$ cat config.mk
export PLATFORM = sky130hd
export DESIGN_NAME = load_store_unit
export DESIGN_NICKNAME = d
export VERILOG_FILES = /design/src/rtl/load_store_unit.sv
export SDC_FILE = /design/constraint.sdc
export NUM_CORES = 1
export LEC_CHECK = 0
export ABC_AREA = 1
export BUFFER_PORTS_ARGS = -buffer_cell sky130_fd_sc_hd__buf_2
export CORE_UTILIZATION = 30
export DETAILED_ROUTE_END_ITERATION = 8
export PLACE_DENSITY_LB_ADDON = 0.08
export SKIP_LAST_GASP = 1
export SLEW_MARGIN = 15
export SYNTH_ARGS = -nofsm -noshare
export SYNTH_HDL_FRONTEND = slang
export SYNTH_SLANG_ARGS = --single-unit
$ cat constraint.sdc
create_clock -name clk -period 1.5 [get_ports clk]
set_input_delay 0.15 -clock clk [delete_from_list [all_inputs] [get_ports clk]]
set_output_delay 0.15 -clock clk [all_outputs]
set_load 0.01 [all_outputs]
$ cat src/rtl/load_store_unit.sv
// ---------------------------------------------------------------------------
// load_store_unit
//   Bridges CPU load/store requests (valid/ready) to a word-addressed data RAM
//   with combinational read and posedge write. Byte/half stores are performed
//   as read-modify-write; loads are sign- or zero-extended; misaligned and
//   out-of-range requests return resp_err without touching the RAM.
//
// Parameters
//   MEM_WORDS     RAM depth in words; addr[31:2] >= MEM_WORDS is out of range
//
// Ports
//   clk, rst_n    clock, asynchronous active-low reset
//   req_*         request handshake: valid/ready, we, size, unsigned, addr, wdata
//   resp_*        one-cycle response: valid, rdata (0 for stores/errors), err
//   mem_*         RAM side: read/write strobes, aligned address, write data,
//                 combinational read data
//
// Optional build macro
//   LSU_PERF_EN   adds perf_loads / perf_stores / perf_errs event counters
// ---------------------------------------------------------------------------
module load_store_unit #(
    parameter int unsigned MEM_WORDS = 32'h4000_0000
) (
    input  logic        clk,
    input  logic        rst_n,
    input  logic        req_valid,
    output logic        req_ready,
    input  logic        req_we,
    input  logic [1:0]  req_size,
    input  logic        req_unsigned,
    input  logic [31:0] req_addr,
    input  logic [31:0] req_wdata,
    output logic        resp_valid,
    output logic [31:0] resp_rdata,
    output logic        resp_err,
    output logic        mem_read,
    output logic        mem_write,
    output logic [31:0] mem_addr,
    output logic [31:0] mem_wdata,
    input  logic [31:0] mem_rdata
`ifdef LSU_PERF_EN
    ,
    output logic [31:0] perf_loads,
    output logic [31:0] perf_stores,
    output logic [31:0] perf_errs
`endif
);

    typedef enum logic [2:0] {IDLE, LD, RMW_RD, WR, ERR, RESP} state_t;

    state_t      state;
    logic [1:0]  lane_q;
    logic [1:0]  size_q;
    logic        uns_q;
    logic [15:0] wdata_q;     // only the low half is ever merged into a word
`ifdef LSU_PERF_EN
    logic        we_q;
`endif

    logic        misaligned;
    logic        out_of_range;
    logic [4:0]  shamt;
    logic [31:0] shifted;
    logic [31:0] lane_mask;
    logic [31:0] ld_ext;
    logic [31:0] merged;

    assign misaligned   = (req_size == 2'b11)
                       || (req_size == 2'b01 && req_addr[0])
                       || (req_size == 2'b10 && req_addr[1:0] != 2'b00);
    assign out_of_range = {2'b00, req_addr[31:2]} >= MEM_WORDS;

    // Half-word lanes fall out of the same byte shift because addr[0] is 0.
    assign shamt   = {lane_q, 3'b000};
    assign shifted = mem_rdata >> shamt;

    always_comb begin
        ld_ext    = mem_rdata;
        lane_mask = '1;
        case (size_q)
            2'b00: begin
                ld_ext    = {{24{~uns_q & shifted[7]}}, shifted[7:0]};
                lane_mask = 32'h0000_00FF << shamt;
            end
            2'b01: begin
                ld_ext    = {{16{~uns_q & shifted[15]}}, shifted[15:0]};
                lane_mask = 32'h0000_FFFF << shamt;
            end
            default: ;
        endcase
        merged = (mem_rdata & ~lane_mask) | (({16'h0000, wdata_q} << shamt) & lane_mask);
    end

    assign resp_valid = (state == RESP);
    assign mem_read   = (state == LD) || (state == RMW_RD);
    assign mem_write  = (state == WR);

    always_ff @(posedge clk or negedge rst_n) begin
        if (!rst_n) begin
            state      <= IDLE;
            req_ready  <= 1'b0;
            resp_rdata <= '0;
            resp_err   <= 1'b0;
            mem_addr   <= '0;
            mem_wdata  <= '0;
            lane_q     <= '0;
            size_q     <= '0;
            uns_q      <= 1'b0;
            wdata_q    <= '0;
`ifdef LSU_PERF_EN
            we_q        <= 1'b0;
            perf_loads  <= '0;
            perf_stores <= '0;
            perf_errs   <= '0;
`endif
        end else begin
            case (state)
                IDLE: begin
                    req_ready <= 1'b1;
                    if (req_valid && req_ready) begin
                        req_ready <= 1'b0;
                        resp_err  <= 1'b0;
                        lane_q    <= req_addr[1:0];
                        size_q    <= req_size;
                        uns_q     <= req_unsigned;
                        wdata_q   <= req_wdata[15:0];
                        mem_addr  <= {req_addr[31:2], 2'b00};
`ifdef LSU_PERF_EN
                        we_q      <= req_we;
`endif
                        if (misaligned || out_of_range) begin
                            state <= ERR;
                        end else if (!req_we) begin
                            state <= LD;
                        end else if (req_size == 2'b10) begin
                            mem_wdata <= req_wdata;
                            state     <= WR;
                        end else begin
                            state <= RMW_RD;
                        end
                    end
                end
                LD: begin
                    resp_rdata <= ld_ext;
                    state      <= RESP;
                end
                RMW_RD: begin
                    mem_wdata <= merged;
                    state     <= WR;
                end
                WR: begin
                    resp_rdata <= '0;
                    state      <= RESP;
                end
                ERR: begin
                    resp_rdata <= '0;
                    resp_err   <= 1'b1;
                    state      <= RESP;
                end
                RESP: begin
                    req_ready <= 1'b1;
                    state     <= IDLE;
`ifdef LSU_PERF_EN
                    if (resp_err)  perf_errs   <= perf_errs + 32'd1;
                    else if (we_q) perf_stores <= perf_stores + 32'd1;
                    else           perf_loads  <= perf_loads + 32'd1;
`endif
                end
                default: state <= IDLE;
            endcase
        end
    end

endmodule

# ---- Yosys cells after proc, flatten, opt, wreduce, memory -nomap -nowiden
# Index checks and enable logic that the tools add are counted.
dict set report classes {
  add_sub_neg 0
  mul 0
  n_div 0
  magnitude_cmp 0
  n_eq_ne 13
  shifts 4
  n_mux 17
  n_bitwise 7
  reduce_logical 18
}
# operator count
set ops {}
lappend ops {{32-bit case mux with 2 select lines} 4}
lappend ops {{32-bit two-way mux} 4}
lappend ops {{32-bit bitwise AND} 2}
lappend ops {{32-bit inverter} 1}
lappend ops {{32-bit OR} 1}
lappend ops {{16-bit by 5-bit left shift with 32-bit output} 1}
lappend ops {{16-bit by 5-bit left shift with 32-bit output (first input constant)} 1}
lappend ops {{8-bit by 5-bit left shift with 32-bit output (first input constant)} 1}
lappend ops {{32-bit by 5-bit right shift with 16-bit output} 1}
lappend ops {{2-bit nonzero test} 5}
lappend ops {{3-bit case mux with 3 select lines} 1}
lappend ops {{2-bit != test (second input constant)} 4}
lappend ops {{3-bit by 2-bit == test with 1-bit output (second input constant)} 2}
lappend ops {{3-bit == test (second input constant)} 2}
lappend ops {{3-bit two-way mux} 2}
lappend ops {{5-bit AND reduction} 1}
lappend ops {{2-bit by 1-bit == test with 1-bit output (second input constant)} 2}
lappend ops {{2-bit == test (second input constant)} 2}
lappend ops {{1-bit case mux with 2 select lines} 2}
lappend ops {{2-bit AND reduction} 2}
lappend ops {{3-bit by 1-bit == test with 1-bit output (second input constant)} 1}
lappend ops {{1-bit logical AND} 3}
lappend ops {{3-bit logical NOT} 1}
lappend ops {{1-bit logical OR} 3}
lappend ops {{7 further kinds} 10}
dict set report totals {
  reg_bits 120
  latch_bits 0
  ram_bits 0
  rom_bits 0
  output_inout_bits 101
  wordCells 69
  memories 0
}

# ---- Longest topological paths before layout
# Gate-level depths: netlist of the first run.
dict set report depth {
  word_depth 7
  mapped_depth 10
  depth_no_buf 9
}

# ---- Least setup slack after synthesis of the first run
# Ideal clock, no wire load.
dict set report synth_path {
  path_kind {reg-to-reg}
  start {register state[1]}
  end {register mem_wdata[10]}
  setup_time_ps 117
  t_arrival_ps 1326
  t_required_ps 1383
  path_slack_ps 57
  path_stages_with_launch 10
  n_path_buf 1
  cell_sequence {dfrtp_1 nor2_4 nand2_4 o21ai_2 nand2_2 nor2_4 inv_4 buf_6 nand2_1 nand2_1}
}
dict set report synth_between {
  elab_chain_cells 3
  elab_cells_between_ends 9
  classes_between {5 x eq/ne; 1 x mux; 3 x reduce/logical}
}
# element line
set synth_rtl {}
lappend synth_rtl {{start: declaration} 51} ;# state_t state;
lappend synth_rtl {{start signal: assignment} 100} ;# state <= IDLE;
lappend synth_rtl {{start signal: assignment} 132} ;# state <= ERR;
lappend synth_rtl {{start signal: assignment} 134} ;# state <= LD;
lappend synth_rtl {{3-bit logical NOT or 3-bit by 2-bit == test with 1-bit output (tied branches)} 117} ;# case (state)
lappend synth_rtl {{2-bit != test (no source line) or 2-bit nonzero test (tied branches)} -}
lappend synth_rtl {{5-bit AND reduction (no source line)} -}
lappend synth_rtl {{end signal: assignment} 136} ;# mem_wdata <= req_wdata;
lappend synth_rtl {{end signal: assignment} 148} ;# mem_wdata <= merged;
lappend synth_rtl {{end: declaration} 39} ;# output logic [31:0] mem_wdata,
# Parallel ways exist; a longest one is shown, timed or not.
# A chain may end at the register's enable or synchronous reset.

# ---- Worst setup path in the final report of the first run
dict set report layout_path {
  start {register state[2]}
  end {register size_q[1]}
}
dict set report layout_between {
  elab_chain_cells 2
}
# element line
set layout_rtl {}
lappend layout_rtl {{3-bit logical NOT} 117}
lappend layout_rtl {{2-bit AND reduction (no source line)} -}
lappend layout_rtl {{end signal: assignment} 124} ;# size_q <= req_size;
lappend layout_rtl {{end: declaration} 53} ;# logic [1:0] size_q;
# Every way passes these cells.

==> run metrics, run 1 <==
outcome complete, but fails checks; failing checks DRC, setup timing; critical path startpoint state[2]$_DFFE_PN0P_; unrepaired setup endpoints after global routing true; Bufs and invs on worst path 5; remaining routing DRC violations 2; most common cell in the netlist nand2_1; grt ovf 0; CTS Buf Count 17; first-pass GRT wire length 35.5 mm; global-route usage over all layers 21.0%; crit path kind flop to flop; setup TNS -0.156 ns; area share of the largest cell type after synthesis 46.8%; WP data arrival 1.85 ns; Setup crit end size_q[1]$_DFFE_PN0P_; initial antenna violation count 0; R2R cell count 9; Post-synth EDFFs 0; switching share of power 42.0%; H-tree levels 4; Peak supply drop 924 uV; combinational share of power 51.9%; diode count 0; RR Endpoint size_q[1]$_DFFE_PN0P_; power share of the clock group 20.5%; critical path capture point type flop; Final min period 1.52 ns; Post-Route WL 24.0 mm; MaxCap Viol Count 0; FF-to-FF setup slack -0.02 ns; Slew Limit Fails 0; worst setup margin -0.0220 ns; Starting Density 30.5%; Final period util 101%; Crit Path Max Fanout 6; Clock transition at path regs 0.06 ns; Yosys cell types 30; DP HPWL 16.4 mm; CTS root buf clkbuf_16; critical-path cell list inv_2 -> buf_6 -> nand2_4 -> buf_4 -> nor2_4 -> buf_6 -> clkbuf_16 -> nand2_1 -> o21ai_0; Switch Pwr 0.00850 W; fmax 657 MHz; P&R area growth vs syn 50.3%; critical path's slowest cell dfrtp_1; fin nets 1285; CTS tree yes; io pins 204; Crit path required time 1.83 ns; row count 53; Top delay family on crit path buffers and inverters; Critical Path Source Type flop; most used cell, CP buf_6; CTS Sinks 120; ys async rst share 100%; antenna-violating nets left 0; Gate Count Post-Synth 892; Clock Latency Late Sink 0.41 ns; top_reg_cell synth dfrtp_1; top cells by area, synth dfrtp_1 47%, nand2_1 24%, nand3_1 7.2%; Die H 148 microns; Max clock buf depth 2; LEAKAGE 5.23 nW; FF-to-FF Start state[2]$_DFFE_PN0P_; Pint 0.0117 W; Port Buffer Count 201; total power 0.0202 W; clk_skew 0.00703 ns; post-synth top area cell dfrtp_1; Final GP Congestion 0.876; worst hold-check path type input pin to flop; Seq pwr share 27.6%; Crit. path cell count 9; PwrDens 2100 nW/um^2; Die Footprint 22000 sq um; number of DRC markers in iteration 0 451; flops & latches, synth 120; vias in the first global route 6418; yosys warns 0; cell area after synthesis 6420 sq um; endpoints failing setup 14; DR vias 6766; total core area 21000 sq um; average cell area after synthesis 7.20 sq um; proportion of layout cells with a drive suffix above 1 32.4%; pin count of the biggest net entering global routing 64; Max stage delay on crit path 0.38 ns; WL/cell 16.3 microns; Avg Vias per Cell 4.61; Die Span X 148 microns; Post-synth top cells 415 x nand2_1, 120 x dfrtp_1, 93 x nand3_1, 46 x nor2_1, 39 x inv_1; final hold vios 0; DR pass1 iterations 7; register area share after synthesis 46.8%
power groups by stage:
| stage | combinational [W] | clock (W) | sequential [W] |
|---|---|---|---|
| after global placement | 0.00901 | 0 | 0.00558 |
| after global routing | 0.0116 | 0.00438 | 0.00576 |
| after detailed placement | 0.00903 | 0 | 0.00556 |
| final | 0.0105 | 0.00415 | 0.00558 |
| after floorplan | 0.00491 | 0 | 0.00593 |
| after CTS | 0.00934 | 0.00427 | 0.00557 |
tightest hold or removal path, delay by kind of cell:
family / cells / cell delay, ns
buffers and inverters: 2 / 0.16
AOI/OAI and AO/OA: 1 / 0.07
kinds of logic after synthesis:
| kind of cell | count (synthesis) | synth area share [%] |
|---|---|---|
| buf+inv | 98 | 7.29 |
| other cells | 1 | 0.0584 |
| simple gates | 596 | 38.7 |
| compound gates | 77 | 7.19 |
| flops | 120 | 46.8 |
flip-flops by register name (all words and copies together), names as in the netlist, 2 cells and up:
| signal | count |
|---|---|
| mem_wdata | 32 |
| resp_rdata | 32 |
| mem_addr | 30 |
| wdata_q | 16 |
| state | 3 |
| lane_q | 2 |
| size_q | 2 |
layout make-up:
class | instances | area (sq um)
timing repair buffer | 320 | 2360
fill | 2186 | 11400
sequential | 120 | 3000
clock inverter | 9 | 126
clock buffer | 20 | 457
multi-input combinational | 675 | 3150
inverter | 48 | 203
tap | 275 | 344
routing by layer:
layer | part of all wire, % | global-route usage, % | vias to the layer above
met5 | 0 | 0 | -
met4 | 1.2 | 5.82 | 0
met3 | 6.5 | 5.18 | 17
met2 | 46 | 33.2 | 231
met1 | 46 | 28.5 | 3115
li1 | - | - | 3403
metrics by stage:
step	hold WS [ns]	instances	util, %	instance area, sq um	worst slack [ns]
global route	0.0180	1467	45.9	9650	-0.113
finish	0.0171	1467	45.9	9650	-0.0220
floorplan	-0.146	893	-	6420	0.0565
detailed placement	0.0103	1370	38.1	8010	-0.0238
CTS	0.000424	1448	43.4	9130	-0.0430
global placement	0.0132	1370	38.1	8010	0.00475
layout by cell type (no fill, tap or decap), drive strengths merged, types with 2 or more instances in the layout:
master / Yosys / routed
a2bb2oi: 7 / 7
dfrtp: 120 / 120
conb: 1 / 2
clkinv: 1 / 6
a21oi: 13 / 13
bufinv: 0 / 3
nand3: 95 / 95
dlygate4sd3: 0 / 44
clkbuf: 17 / 27
o21ai: 38 / 38
nor2: 52 / 52
buf: 33 / 269
nand2: 424 / 424
inv: 47 / 47
or2: 16 / 16
o211ai: 16 / 16
nand4: 8 / 8
worst min path at each step:
stage / start / endpoint / slack, ns / cells past startpoint
after global routing: req_wdata[9] / wdata_q[9]$_DFFE_PN0P_ / 0.02 / 3
after floorplan: rst_n / lane_q[0]$_DFFE_PN0P_ / -0.15 / 0
final: req_wdata[9] / wdata_q[9]$_DFFE_PN0P_ / 0.02 / 3
after CTS: req_we / state[1]$_DFFE_PN0P_ / 0.0004 / 3
after detailed placement: rst_n / resp_rdata[9]$_DFFE_PN0P_ / 0.01 / 1
after global placement: rst_n / resp_rdata[9]$_DFFE_PN0P_ / 0.01 / 1
timing repair:
action                                  4_1_cts  5_1_grt
pin swaps                                     2       17
gates cloned                                  0       11
hold buffers                                 44        0
gates resized for setup                      15       79
endpoints found under the setup margin       34      111
endpoints found under the hold margin       163        0
setup buffers                                 5        9
Power figures use the tool's default switching activity.
==> inputs of run 2 (changes only) <==
--- a/config.mk
+++ b/config.mk
@@ -7,7 +7,7 @@
 export LEC_CHECK = 0
 export ABC_AREA = 1
 export BUFFER_PORTS_ARGS = -buffer_cell sky130_fd_sc_hd__buf_2
-export CORE_UTILIZATION = 30
+export CORE_UTILIZATION = 47
 export DETAILED_ROUTE_END_ITERATION = 8
 export PLACE_DENSITY_LB_ADDON = 0.08
 export SKIP_LAST_GASP = 1
==> run 2 against run 1 <==
Against the previous run: the run ends with setup timing left; non-clock buffer count decreased by 14; sequential power hardly changed; first-iteration DRC count shrank 4.7%; critical path type unchanged.
==> run metrics, run 2 (synthesis gave the netlist of run 1 again) <==
outcome complete, but fails checks; failing checks setup timing; Avg Vias per Cell 4.99; DR vias 6766; FF-to-FF setup slack -0.03 ns; clk_skew 0.00922 ns; grt peak-use layer met2; Starting Density 48.3%; fin cells 1357; Switch Pwr 0.00803 W; CTS tree yes; MaxCap Viol Count 0; Final period util 102%; endpoints failing setup 25; fmax 653 MHz; antenna-violating nets left 0; WL/cell 15.0 microns; proportion of layout cells with a drive suffix above 1 30.0%; Crit Path Max Fanout 13; Final min period 1.53 ns; Slew Limit Fails 0; CTS Buf Count 17; initial antenna violation count 0; register area 3010 sq um; critical path capture point type flop; worst hold-check path type input pin to flop; Die Footprint 14100 sq um; Port Buffer Count 201; Seq pwr share 29.2%; pre-CTS setup slack -0.0421 ns; DP HPWL 14.3 mm; Filler cells 1165; vias in the first global route 6392; Pint 0.0110 W; grt met2 use 48.8%; Critical Path Source Type flop; R2R cell count 10; Post-Route WL 20.4 mm; most frequent cells in the layout 410 x nand2_1, 199 x buf_2, 117 x dfrtp_1; Crit path required time 1.85 ns; area of the multi-input gates 3020 sq um; CTS root buf clkbuf_16; remaining routing DRC violations 0; Clock transition at path regs 0.06 ns; power share of the clock group 22.0%; Top delay family on crit path buffers and inverters; unrepaired setup endpoints after global routing true; fin nets 1271; LEAKAGE 5.06 nW; commonest non-fill, non-tap cell in the layout nand2_1; H-tree levels 4; Max stage delay on crit path 0.38 ns; met3 Use GR 6.94%; number of DRC markers in iteration 0 430; row count 42; biggest registers after layout mem_wdata: 32 flops, resp_rdata: 32 flops, mem_addr: 30 flops; io pins 204; Bufs and invs on worst path 4; Peak supply drop 1060 uV; met1 Usage GRT 39.0%; P&R area growth vs syn 42.5%; Die H 119 microns; first-pass GRT wire length 32.6 mm; grt ovf 0; critical-path cell list inv_2 -> buf_6 -> nand2_4 -> o21ai_2 -> nand2_2 -> nor2_4 -> buf_6 -> buf_12 -> nand3_1 -> nand2_1; total core area 13300 sq um; diode count 0; pin count of the biggest net entering global routing 41; Placed Cells 1270; DR pass1 iterations 8; critical path's slowest cell dfrtp_1; crit path kind flop to flop; worst setup margin -0.0320 ns; WP data arrival 1.89 ns; WHS Path Cells 3; Crit. path cell count 10; Die Span X 119 microns; setup TNS -0.301 ns; final hold vios 0; PwrDens 2080 nW/um^2; total power 0.0191 W; switching share of power 42.1%; most used cell, CP buf_6; global-route usage over all layers 29.8%; utilization after layout 68.8%; Clock Latency Late Sink 0.42 ns; CTS Sinks 120; combinational share of power 48.8%; Final GP Congestion 0.925; Max clock buf depth 2
[run 2: changes by cell type in the layout (fill, tap and decap cells not counted), moves of 6 or more]
cell and change:
nand3_2 -8, o21ai_1 -12, nand3_1 +11, nand2_1 +8, clkbuf_16 -6, o21ai_0 +15, nand2_2 -7, buf_6 -7
[run 2: per-stage QoR]
step | hold WS [ns] | cell area [sq um]
2_1_floorplan | -0.146 | 6420
3_3_place_gp | 0.113 | 7860
3_5_place_dp | 0.113 | 7860
4_1_cts | 0.00303 | 9090
5_1_grt | 0.0121 | 9150
6_report | 0.00736 | 9150
[run 2: area by class of cell]
type | count | share of cell area, %
inverter | 48 | 2.30
clock inverter | 14 | 1.91
clock buffer | 18 | 4.80
sequential | 120 | 32.9
multi-input combinational | 675 | 33.0
tap | 176 | 2.41
timing repair buffer | 306 | 22.8
[run 2: layer usage]
layer / share of wire [%] / vias up
met5: 0 / -
met4: 1.9 / 0
met3: 7.7 / 35
met2: 47 / 278
met1: 43 / 3075
li1: - / 3378
[run 2: worst paths after layout]
check,from,to
setup / recovery,state[2]$_DFFE_PN0P_,mem_wdata[21]$_DFFE_PN0P_
hold / removal,req_wdata[12],wdata_q[12]$_DFFE_PN0P_
setup reg to reg,state[2]$_DFFE_PN0P_,mem_wdata[21]$_DFFE_PN0P_
hold reg to reg,mem_addr[28]$_DFFE_PN0P_,mem_addr[28]$_DFFE_PN0P_
max in group asynchronous,rst_n,mem_wdata[25]$_DFFE_PN0P_
min in group asynchronous,rst_n,resp_rdata[15]$_DFFE_PN0P_
[run 2: power groups by stage]
stage,Combinational (W),Clock [W],Sequential (W)
3_5_place_dp,0.00871,0,0.00548
6_report,0.00930,0.00420,0.00556
3_3_place_gp,0.00858,0,0.00552
5_1_grt,0.0103,0.00440,0.00572
4_1_cts,0.00913,0.00426,0.00550
2_1_floorplan,0.00491,0,0.00593
[run 2: timing repair]
action / CTS / global route
cloned: 1 / 1
hold buffers: 46 / 0
buffers inserted: 7 / 1
gates resized for setup: 22 / 20
pin swaps: 3 / 2
endpoints found under the hold margin: 71 / 0
endpoints found under the setup margin: 33 / 69
[run 2: worst register-to-register path, delay by kind of cell, from the launching register on]
kind / cells / cell delay [ns]
buffers and inverters: 4 / 0.48
flip-flops: 1 / 0.38
AND/OR/NAND/NOR: 5 / 0.46
AO/OA/AOI/OAI: 1 / 0.13
